**src/rtl/tlc_phase_scheduler.sv**
```systemverilog
// tlc_phase_scheduler: round-robin four-approach green-phase scheduler with min/max green, yellow and all-red timing.
// The optional pedestrian WALK phase is built only when TLC_PED_EN is defined.
module tlc_phase_scheduler #(
    parameter int GREEN_MIN = 4,
    parameter int GREEN_MAX = 12,
    parameter int YELLOW_T  = 3,
    parameter int ALLRED_T  = 1
`ifdef TLC_PED_EN
    ,
    parameter int WALK_T    = 5
`endif
) (
    input  logic       clk,
    input  logic       rst_n,
    input  logic       tick,
    input  logic [3:0] req,
`ifdef TLC_PED_EN
    input  logic       ped_req,
`endif
    output logic [3:0] green,
    output logic [3:0] yellow,
    output logic [1:0] owner,
    output logic [3:0] pending
`ifdef TLC_PED_EN
    ,
    output logic       walk
`endif
);
    typedef enum logic [1:0] {
        S_GREEN,
        S_YELLOW,
        S_ALLRED
`ifdef TLC_PED_EN
        ,
        S_WALK
`endif
    } state_t;

    localparam logic [4:0] G_MIN = 5'(GREEN_MIN);
    localparam logic [4:0] G_MAX = 5'(GREEN_MAX);
    localparam logic [4:0] Y_T   = 5'(YELLOW_T);
    localparam logic [4:0] A_T   = 5'(ALLRED_T);
`ifdef TLC_PED_EN
    localparam logic [4:0] W_T   = 5'(WALK_T);
    logic ped_pend, ped_merged, ped_next;
`endif

    state_t     state, state_next;
    logic [3:0] timer, timer_next;
    logic [1:0] owner_next, arb, o1, o2, o3;
    logic [3:0] owner_bit, merged, pend_next;
    logic [4:0] t1;
    logic       others;

    // Request latching, round-robin arbitration and phase sequencing
    always_comb begin
        owner_bit  = 4'b0001 << owner;
        merged     = pending | (state == S_GREEN ? req & ~owner_bit : req);
        others     = |(merged & ~owner_bit);
`ifdef TLC_PED_EN
        ped_merged = ped_pend | ped_req;
        ped_next   = ped_merged;
        others     = others | ped_merged;
`endif
        t1         = {1'b0, timer} + 5'd1;
        o1         = owner + 2'd1;
        o2         = owner + 2'd2;
        o3         = owner + 2'd3;
        arb        = merged[o1] ? o1 : merged[o2] ? o2 : merged[o3] ? o3 : owner;
        state_next = state;
        timer_next = timer;
        owner_next = owner;
        pend_next  = merged;
        if (tick) begin
            case (state)
                S_GREEN: begin
                    if (t1 >= G_MIN && others) begin
                        state_next = S_YELLOW;
                        timer_next = '0;
                    end else begin
                        timer_next = t1 >= G_MAX ? 4'(G_MAX - 5'd1) : t1[3:0];
                    end
                end
                S_YELLOW: begin
                    state_next = t1 >= Y_T ? S_ALLRED : S_YELLOW;
                    timer_next = t1 >= Y_T ? 4'd0 : t1[3:0];
                end
                S_ALLRED: begin
                    timer_next = t1 >= A_T ? 4'd0 : t1[3:0];
                    if (t1 >= A_T) begin
`ifdef TLC_PED_EN
                        if (ped_merged) begin
                            state_next = S_WALK;
                            ped_next   = 1'b0;
                        end else begin
                            state_next = S_GREEN;
                            owner_next = arb;
                            pend_next  = merged & ~(4'b0001 << arb);
                        end
`else
                        state_next = S_GREEN;
                        owner_next = arb;
                        pend_next  = merged & ~(4'b0001 << arb);
`endif
                    end
                end
`ifdef TLC_PED_EN
                S_WALK: begin
                    state_next = t1 >= W_T ? S_ALLRED : S_WALK;
                    timer_next = t1 >= W_T ? 4'd0 : t1[3:0];
                end
`endif
                default: begin
                    state_next = S_GREEN;
                    timer_next = '0;
                end
            endcase
        end
    end

    // State, timer, latched requests and registered lamp drives
    always_ff @(posedge clk or negedge rst_n) begin
        if (!rst_n) begin
            state    <= S_GREEN;
            timer    <= '0;
            owner    <= '0;
            pending  <= '0;
            green    <= 4'b0001;
            yellow   <= '0;
`ifdef TLC_PED_EN
            ped_pend <= 1'b0;
            walk     <= 1'b0;
`endif
        end else begin
            state    <= state_next;
            timer    <= timer_next;
            owner    <= owner_next;
            pending  <= pend_next;
            green    <= state_next == S_GREEN ? 4'b0001 << owner_next : 4'b0000;
            yellow   <= state_next == S_YELLOW ? 4'b0001 << owner_next : 4'b0000;
`ifdef TLC_PED_EN
            ped_pend <= ped_next;
            walk     <= state_next == S_WALK;
`endif
        end
    end
endmodule
```
**config.mk**
```make
export PLATFORM = sky130hd
export DESIGN_NAME = tlc_phase_scheduler
export DESIGN_NICKNAME = d
export VERILOG_FILES = /design/src/rtl/tlc_phase_scheduler.sv
export SDC_FILE = /design/constraint.sdc
export NUM_CORES = 1
export LEC_CHECK = 0
export ABC_AREA = 1
export CELL_PAD_IN_SITES_DETAIL_PLACEMENT = 0
export CELL_PAD_IN_SITES_GLOBAL_PLACEMENT = 1
export CORE_MARGIN = 2
export CORE_UTILIZATION = 30
export DETAILED_ROUTE_END_ITERATION = 16
export MAX_ROUTING_LAYER = met4
export PLACE_DENSITY = 0.75
export SETUP_SLACK_MARGIN = 0.3
export SYNTH_ARGS = -nofsm -noshare
export SYNTH_HDL_FRONTEND = slang
export SYNTH_SLANG_ARGS = --single-unit
```
**constraint.sdc**
```tcl
create_clock -name clk -period 2 [get_ports clk]
set_input_delay 0.3 -clock clk [delete_from_list [all_inputs] [get_ports clk]]
set_output_delay 0.3 -clock clk [all_outputs]
set_load 0.02 [all_outputs]
```
==> results of run 1 <==
-- power groups by stage --
stage	logic [µW]	clock network (µW)	registers, µW
2_1_floorplan	1010	0	781
3_3_place_gp	1590	0	685
3_5_place_dp	1590	0	687
4_1_cts	1820	417	664
5_1_grt	2310	437	705
6_report	2110	404	686
-- cells in the mapped netlist --
| library cell | number | area [µm²] |
|---|---|---|
| sky130_fd_sc_hd__nand3_1 | 14 | 70.07 |
| sky130_fd_sc_hd__o21ai_0 | 8 | 40.04 |
| sky130_fd_sc_hd__nand3_2 | 5 | 50.05 |
| sky130_fd_sc_hd__nor2_4 | 2 | 22.52 |
| sky130_fd_sc_hd__a21oi_1 | 7 | 35.03 |
| sky130_fd_sc_hd__nor3_4 | 1 | 16.27 |
| sky130_fd_sc_hd__dfrtp_1 | 19 | 475.5 |
| sky130_fd_sc_hd__o21ai_1 | 6 | 30.03 |
| sky130_fd_sc_hd__nor2_1 | 16 | 60.06 |
| sky130_fd_sc_hd__xor2_1 | 1 | 8.760 |
| sky130_fd_sc_hd__a31o_2 | 1 | 8.760 |
| sky130_fd_sc_hd__a211oi_1 | 1 | 7.510 |
| sky130_fd_sc_hd__ha_1 | 7 | 87.58 |
| sky130_fd_sc_hd__inv_2 | 4 | 15.01 |
| sky130_fd_sc_hd__dfstp_2 | 1 | 26.28 |
| sky130_fd_sc_hd__nand2_4 | 3 | 33.78 |
| sky130_fd_sc_hd__nand2_2 | 16 | 100.1 |
| sky130_fd_sc_hd__o22ai_1 | 1 | 6.260 |
| sky130_fd_sc_hd__inv_1 | 29 | 108.9 |
| sky130_fd_sc_hd__o21ai_4 | 1 | 16.27 |
| sky130_fd_sc_hd__o21a_1 | 1 | 7.510 |
| sky130_fd_sc_hd__xor2_2 | 1 | 16.27 |
| sky130_fd_sc_hd__nand2_1 | 31 | 116.4 |
-- sequential cells by signal, indices dropped and copies added (netlist names) --
register,count
timer,4
owner,2
green,4
state,2
pending,4
yellow,4
-- metal layers --
metal  up-vias  GRT usage  routed length (µm)
li1        641          -                   -
met1       605     0.2005                1665
met2        17     0.2130                1684
met3         2    0.02532                  82
met4         0    0.01677                  10
met5         -          -                   0
-- cells by family (layout without fill, tap and decap cells) --
group	after synthesis	in the layout	synth area share
compound gates	26	26	0.1114
xor+xnor	2	2	0.01842
fa+ha+maj	7	7	0.06445
buf+inv	33	78	0.09115
flops	20	20	0.3693
simple gates	88	88	0.3453
-- worst register-to-register path, stage by stage (launching register included) --
cell and delay, ns:
sky130_fd_sc_hd__dfrtp_2 0.45, sky130_fd_sc_hd__inv_2 0.09, sky130_fd_sc_hd__ha_4 0.22, sky130_fd_sc_hd__a211oi_2 0.17, sky130_fd_sc_hd__nand2_1 0.12, sky130_fd_sc_hd__nor2_4 0.18, sky130_fd_sc_hd__nor3_4 0.06, sky130_fd_sc_hd__inv_2 0.12
sky130_fd_sc_hd__nand2_2 0.08, sky130_fd_sc_hd__o21ai_4 0.08, sky130_fd_sc_hd__nand3_2 0.11, sky130_fd_sc_hd__nor2_1 0.11
-- final timing paths --
| kind | start | endpoint | slack (ns) | depth (start not counted) |
|---|---|---|---|---|
| setup / recovery | timer[1] | yellow[3] | 0.15 | 11 |
| hold / removal | rst_n | pending[0] | 0.38 | 2 |
| setup reg to reg | timer[1] | yellow[3] | 0.15 | 11 |
| hold reg to reg | pending[1] | pending[1] | 0.64 | 2 |
| max in group asynchronous | rst_n | green[0] | 1.36 | 2 |
| min in group clk | pending[1] | pending[1] | 0.64 | 2 |
-- cell type report --
| type | instances | area (µm²) | area share |
|---|---|---|---|
| multi-input cells | 123 | 991.0 | 0.4675 |
| flip-flops and latches | 20 | 506.7 | 0.2391 |
| repair buffers | 41 | 356.6 | 0.1682 |
| clock buffers | 3 | 41.29 | 0.01948 |
| well taps | 52 | 65.06 | 0.03070 |
| inverters | 33 | 128.9 | 0.06080 |
| clock inverters | 1 | 30.03 | 0.01417 |
-- timing repair --
action	4_1_cts	5_1_grt
setup endpoints to repair	20	20
buffers inserted	11	4
pin swaps	9	15
gates resized for setup	14	43
-- metrics by stage --
stage / hold slack (ns) / total power (µW) / cell area (µm²)
finish: 0.3800 / 3200 / 2120
global route: 0.4026 / 3450 / 2120
CTS: 0.3901 / 2903 / 1919
detailed placement: 0.5857 / 2272 / 1732
global placement: 0.5981 / 2276 / 1732
floorplan: 0.004409 / 1794 / 1421
==> flow_summary_export.csv, run 1 <==
group,metric,value,unit
sta,rsz0062_at_grt,"yes",
yosys,flip_flop_and_latch_count_after_synthesis,20,
clock_tree,cts_tree,"done",
placement,detailed_place_hpwl,2390,µm
floorplanning,initial_core_util,0.3121,
sta,setup-violations-final,0,
detailed_routing,number_of_violations_reported_at_the_end_of_detailed_routing_iteration_0,66,
global_routing,grt_max_degree,21,
worst_setup_path,cp_data_required_time,2.19,ns
sta,fmax,0.5411,GHz
worst_setup_path,arrival,2.04,ns
sta,tightestPinTransition,0.2725,ns
worst_setup_path,cp_launch_type,"register",
layout,final_net_count,236,
worst_setup_path,critical_path.cell_chain,"inv_2 > ha_4 > a211oi_2 > nand2_1 > nor2_4 > nor3_4 > inv_2 > nand2_2 > o21ai_4 > nand3_2 > nor2_1",
sta,report.final.slew_viol_count,0,
pwr,sw_frac,0.4651,
worst_setup_path,max_stage_delay_on_crit_path,0.45,ns
clock_tree,clkLatencyLatePin,0.26,ns
sta,finalCritPeriodShare,0.9241,
layout,antenna_cells_inserted,0,
yosys,synth_area,0.001359,mm²
layout,proportion_of_layout_cells_with_a_drive_suffix_above_1,0.5158,
worst_setup_path,worst_path_most_repeated_cell,"sky130_fd_sc_hd__inv_2",
layout,final_core_utilization,0.4868,
yosys,ys.warnings.count,0,
clock_tree,cts_max_level,1,
pwr,p_per_area,1510,mW/mm²
yosys,post_synth_inst_count,176,
layout,most-common-layout-cells,"28 x sky130_fd_sc_hd__nand2_2, 23 x sky130_fd_sc_hd__inv_1, 21 x sky130_fd_sc_hd__buf_4, 19 x sky130_fd_sc_hd__clkdlybuf4s50_1",
worst_setup_path,end_kind,"register",
layout,layout.cells.non_filler,273,
pwr,leakage,0.0009607,µW
floorplanning,die_h,71.30,µm
layout,fill_cells,414,
floorplanning,core_area,0.004354,mm²
clock_tree,cts_buffer_depth,2,
pwr,power.ir.vdd_worst,601.2,µV
global_routing,antenna_found_initial,0,
sta,timing.setup.tns,0,ns
placement,placed_cells,254,
worst_setup_path,crit_buf_inv,2,
detailed_routing,drt-vias-per-instance,4.634,
detailed_routing,antenna_violating_nets_post_route,0,
sta,final-hold-violation-count,0,
clock_tree,clock_sinks,20,
floorplanning,fp.dieW,71.30,µm
worst_setup_path,slowest_stage,"sky130_fd_sc_hd__dfrtp_2",
detailed_routing,wirelength,3443,µm
placement,routabilityCongestion,0.8355,
sta,worst_slew_margin_rel,0.8183,
global_routing,groute.usage.overall,0.1397,
pwr,p_seq_frac,0.214,
detailed_routing,wire_per_inst,12.61,µm
detailed_routing,post-route-drc-count,0,
sta,fin_skew,0.003389,ns
pwr,netSwitchingPower,1488,µW
worst_setup_path,crit_path_max_fanout,5,
clock_tree,path_clk_slew,0.08,ns
min_path,worst_hold_path_type,"primary input to async pin",
layout,area_growth_from_synthesis_to_layout,55.99,%
yosys,synth-seq-area-share,0.3692,
pwr,p_comb_frac,0.659,
yosys,syn_area_per_cell,7.720,µm²
floorplanning,floorplan.die_area,0.005084,mm²
pwr,intPower,1712,µW
worst_setup_path,crit_family,"simple AND/OR/NAND/NOR gates",
placement,preCtsSetupSlack,0.06233,ns
detailed_routing,via_count,1265,
worst_setup_path,type_of_the_worst_setup_path,"register to register",
clock_tree,cts_root_buffer,"sky130_fd_sc_hd__clkbuf_8",
placement,port_buffers,20,
yosys,synth_nets,190,
sta,worst_slack,0.1519,ns
global_routing,grt_pass1_vias,1193,
job,cap_violations,0,
clock_tree,postCtsHoldBufs,0,
detailed_routing,drtPass1Iterations,4,
floorplanning,core.rowCount,24,
global_routing,gr-total-overflow,0,
global_routing,grt_first_pass_wirelength,5568,µm
yosys,synth_cell_type_count,23,
clock_tree,cts_buffers,3,
floorplanning,design.portCount,21,
sta,finalCriticalPeriod,1.848,ns
layout,mostFrequentLayoutCell,"sky130_fd_sc_hd__nand2_2",
pwr,clockPowerShare,0.126,
outcome,status,"complete, no violations",
Note: power is estimated with default switching activity, not from simulation.
==> run 2: changes to the inputs <==
--- a/config.mk
+++ b/config.mk
@@ -11,8 +11,9 @@
 export CORE_MARGIN = 2
 export CORE_UTILIZATION = 30
 export DETAILED_ROUTE_END_ITERATION = 16
+export DONT_BUFFER_PORTS = 1
 export MAX_ROUTING_LAYER = met4
-export PLACE_DENSITY = 0.75
+export PLACE_DENSITY = 0.67
 export SETUP_SLACK_MARGIN = 0.3
 export SYNTH_ARGS = -nofsm -noshare
 export SYNTH_HDL_FRONTEND = slang
==> run 2 against run 1 <==
Flip-flop and latch count stayed put. Wire length increased by 8.4%. Global-route usage grew 0.78 points. Setup slack worse by 0.0061 ns. Sequential share of layout area increased by 1.7 points. Non-clock buffer count decreased by 15. Critical endpoint is now yellow[1]. Largest cell class unchanged.
==> flow_summary_export.csv, run 2 (synthesized netlist as in run 1, its figures left out) <==
group,metric,value,unit
layout,proportion_of_layout_cells_with_a_drive_suffix_above_1,0.5874,
placement,detailed_place_hpwl,2403,µm
layout,mostFrequentLayoutCell,"sky130_fd_sc_hd__nand2_2",
global_routing,gr-total-overflow,0,
floorplanning,design.portCount,21,
layout,antenna_cells_inserted,0,
min_path,worst_hold_path_type,"primary input to register",
sta,tightestPinTransition,0.9669,ns
worst_setup_path,crit_path_max_fanout,5,
clock_tree,clkLatencyLatePin,0.26,ns
pwr,p_per_area,1617,mW/mm²
detailed_routing,wire_per_inst,14.46,µm
sta,fmax,0.5393,GHz
placement,port_buffers,0,
layout,area_growth_from_synthesis_to_layout,46.50,%
sta,report.final.slew_viol_count,0,
worst_setup_path,arrival,2.05,ns
sta,final-hold-violation-count,0,
sta,hold_ws,0.1084,ns
sta,timing.setup.tns,0,ns
detailed_routing,antenna_violating_nets_post_route,0,
worst_setup_path,reg2regPathDepth,13,
clock_tree,cts_max_level,1,
global_routing,antenna_found_initial,0,
outcome,status,"complete, no violations",
floorplanning,core_area,0.004354,mm²
pwr,power.ir.vdd_worst,632.2,µV
clock_tree,cts_root_buffer,"sky130_fd_sc_hd__clkbuf_8",
clock_tree,cts_buffers,3,
worst_setup_path,r2r-start,"owner[0]",
floorplanning,fp.dieW,71.30,µm
clock_tree,cts_tree,"done",
worst_setup_path,regToRegSetupSlack,0.15,ns
clock_tree,clock_sinks,20,
floorplanning,floorplan.die_area,0.005084,mm²
worst_setup_path,cp_launch_type,"register",
detailed_routing,drtPass1Iterations,4,
layout,most-common-layout-cells,"23 x sky130_fd_sc_hd__nand2_2, 22 x sky130_fd_sc_hd__inv_1, 21 x sky130_fd_sc_hd__buf_4, 19 x sky130_fd_sc_hd__nand2_1, 13 x sky130_fd_sc_hd__dfrtp_1",
floorplanning,core.rowCount,24,
global_routing,grt_max_degree,21,
clock_tree,cts_buffer_depth,2,
floorplanning,die_h,71.30,µm
global_routing,grt_pass1_vias,1251,
sta,rsz0062_at_grt,"yes",
detailed_routing,wirelength,3731,µm
detailed_routing,post-route-drc-count,0,
sta,fin_skew,0.004557,ns
detailed_routing,number_of_violations_reported_at_the_end_of_detailed_routing_iteration_0,51,
sta,finalCriticalPeriod,1.854,ns
floorplanning,initial_core_util,0.3121,
layout,fill_cells,417,
detailed_routing,drt-vias-per-instance,4.888,
worst_setup_path,cp_data_required_time,2.20,ns
pwr,leakage,0.0009102,µW
global_routing,groute.usage.overall,0.1475,
layout,final_net_count,221,
sta,worst_slew_margin_rel,0.3533,
global_routing,grt_first_pass_wirelength,5796,µm
clock_tree,path_clk_slew,0.08,ns
worst_setup_path,end_kind,"register",
sta,setup-violations-final,0,
min_path,worstHoldPathCells,1,
worst_setup_path,crit-reg2reg-capture,"yellow[1]",
detailed_routing,via_count,1261,
min_path,holdPathEnd,"timer[0]",
placement,routabilityCongestion,0.7880,
sta,finalCritPeriodShare,0.9271,
worst_setup_path,type_of_the_worst_setup_path,"register to register",
job,cap_violations,0,
min_path,holdCritStartpoint,"tick",
[run 2: what timing repair did]
item | CTS | global route
hold endpoints to repair | 20 | 0
gates resized for setup | 17 | 50
cloned | 0 | 0
pin swaps | 14 | 40
hold buffers | 1 | 0
endpoints found under the setup margin | 19 | 19
setup buffers | 15 | 7
[run 2: layout make-up]
class | instances | area (µm²) | share of cell area
Sequential cell | 20 | 509.2 | 0.2558
Tap cell | 52 | 65.06 | 0.03268
Clock buffer | 3 | 41.29 | 0.02074
Multi-Input combinational cell | 123 | 1001 | 0.5028
Clock inverter | 1 | 30.03 | 0.01508
Timing Repair Buffer | 26 | 212.7 | 0.1069
Inverter | 33 | 131.4 | 0.06600
[run 2: critical path: stages (launching register included)]
cell                      delay [ns]
sky130_fd_sc_hd__dfrtp_2        0.48
sky130_fd_sc_hd__inv_4          0.11
sky130_fd_sc_hd__ha_4           0.14
sky130_fd_sc_hd__nand2_2        0.06
sky130_fd_sc_hd__nand2_4        0.10
sky130_fd_sc_hd__nand3_4        0.07
sky130_fd_sc_hd__nand2_4        0.09
sky130_fd_sc_hd__nor2_2         0.04
sky130_fd_sc_hd__o21a_1         0.21
sky130_fd_sc_hd__nand2_4        0.12
sky130_fd_sc_hd__nand2_2        0.06
sky130_fd_sc_hd__nand2_2        0.10
sky130_fd_sc_hd__nand3_2        0.08
sky130_fd_sc_hd__nor2_1         0.11
[run 2: per-layer routing]
metal | vias to the layer above | wire length (µm) | global-route usage
li1 | 611 | - | -
met1 | 633 | 1477 | 0.1674
met2 | 15 | 2117 | 0.2675
met3 | 2 | 122 | 0.03797
met4 | 0 | 13 | 0.01887
met5 | - | 0 | -
[run 2: per-stage QoR]
step / cells / power (µW) / utilization / cell area [µm²] / setup WS (ns)
after floorplan: 176 / 1794 / - / 1421 / 0.2521
after global placement: 231 / 2071 / 0.3466 / 1509 / 0.1011
after detailed placement: 231 / 2092 / 0.3466 / 1509 / 0.07600
after CTS: 251 / 2782 / 0.4006 / 1744 / 0.1679
after global routing: 258 / 3455 / 0.4572 / 1991 / 0.02202
final: 258 / 3220 / 0.4572 / 1991 / 0.1458
[run 2: how the worst max path moves through the flow]
| stage | start | to | slack, ns | cells after the start |
|---|---|---|---|---|
| 2_1_floorplan | owner[0] | pending[0] | 0.25 | 14 |
| 3_3_place_gp | timer[1] | green[1] | 0.10 | 11 |
| 3_5_place_dp | timer[1] | yellow[1] | 0.08 | 11 |
| 4_1_cts | timer[1] | yellow[1] | 0.17 | 11 |
| 5_1_grt | owner[0] | green[1] | 0.02 | 13 |
| 6_report | owner[0] | yellow[1] | 0.15 | 13 |
[run 2: power by group]
| group | internal (µW) | total (µW) | switching (µW) |
|---|---|---|---|
| clock network | 267 | 417 | 150 |
| logic | 871 | 2000 | 1130 |
| registers | 544 | 803 | 259 |
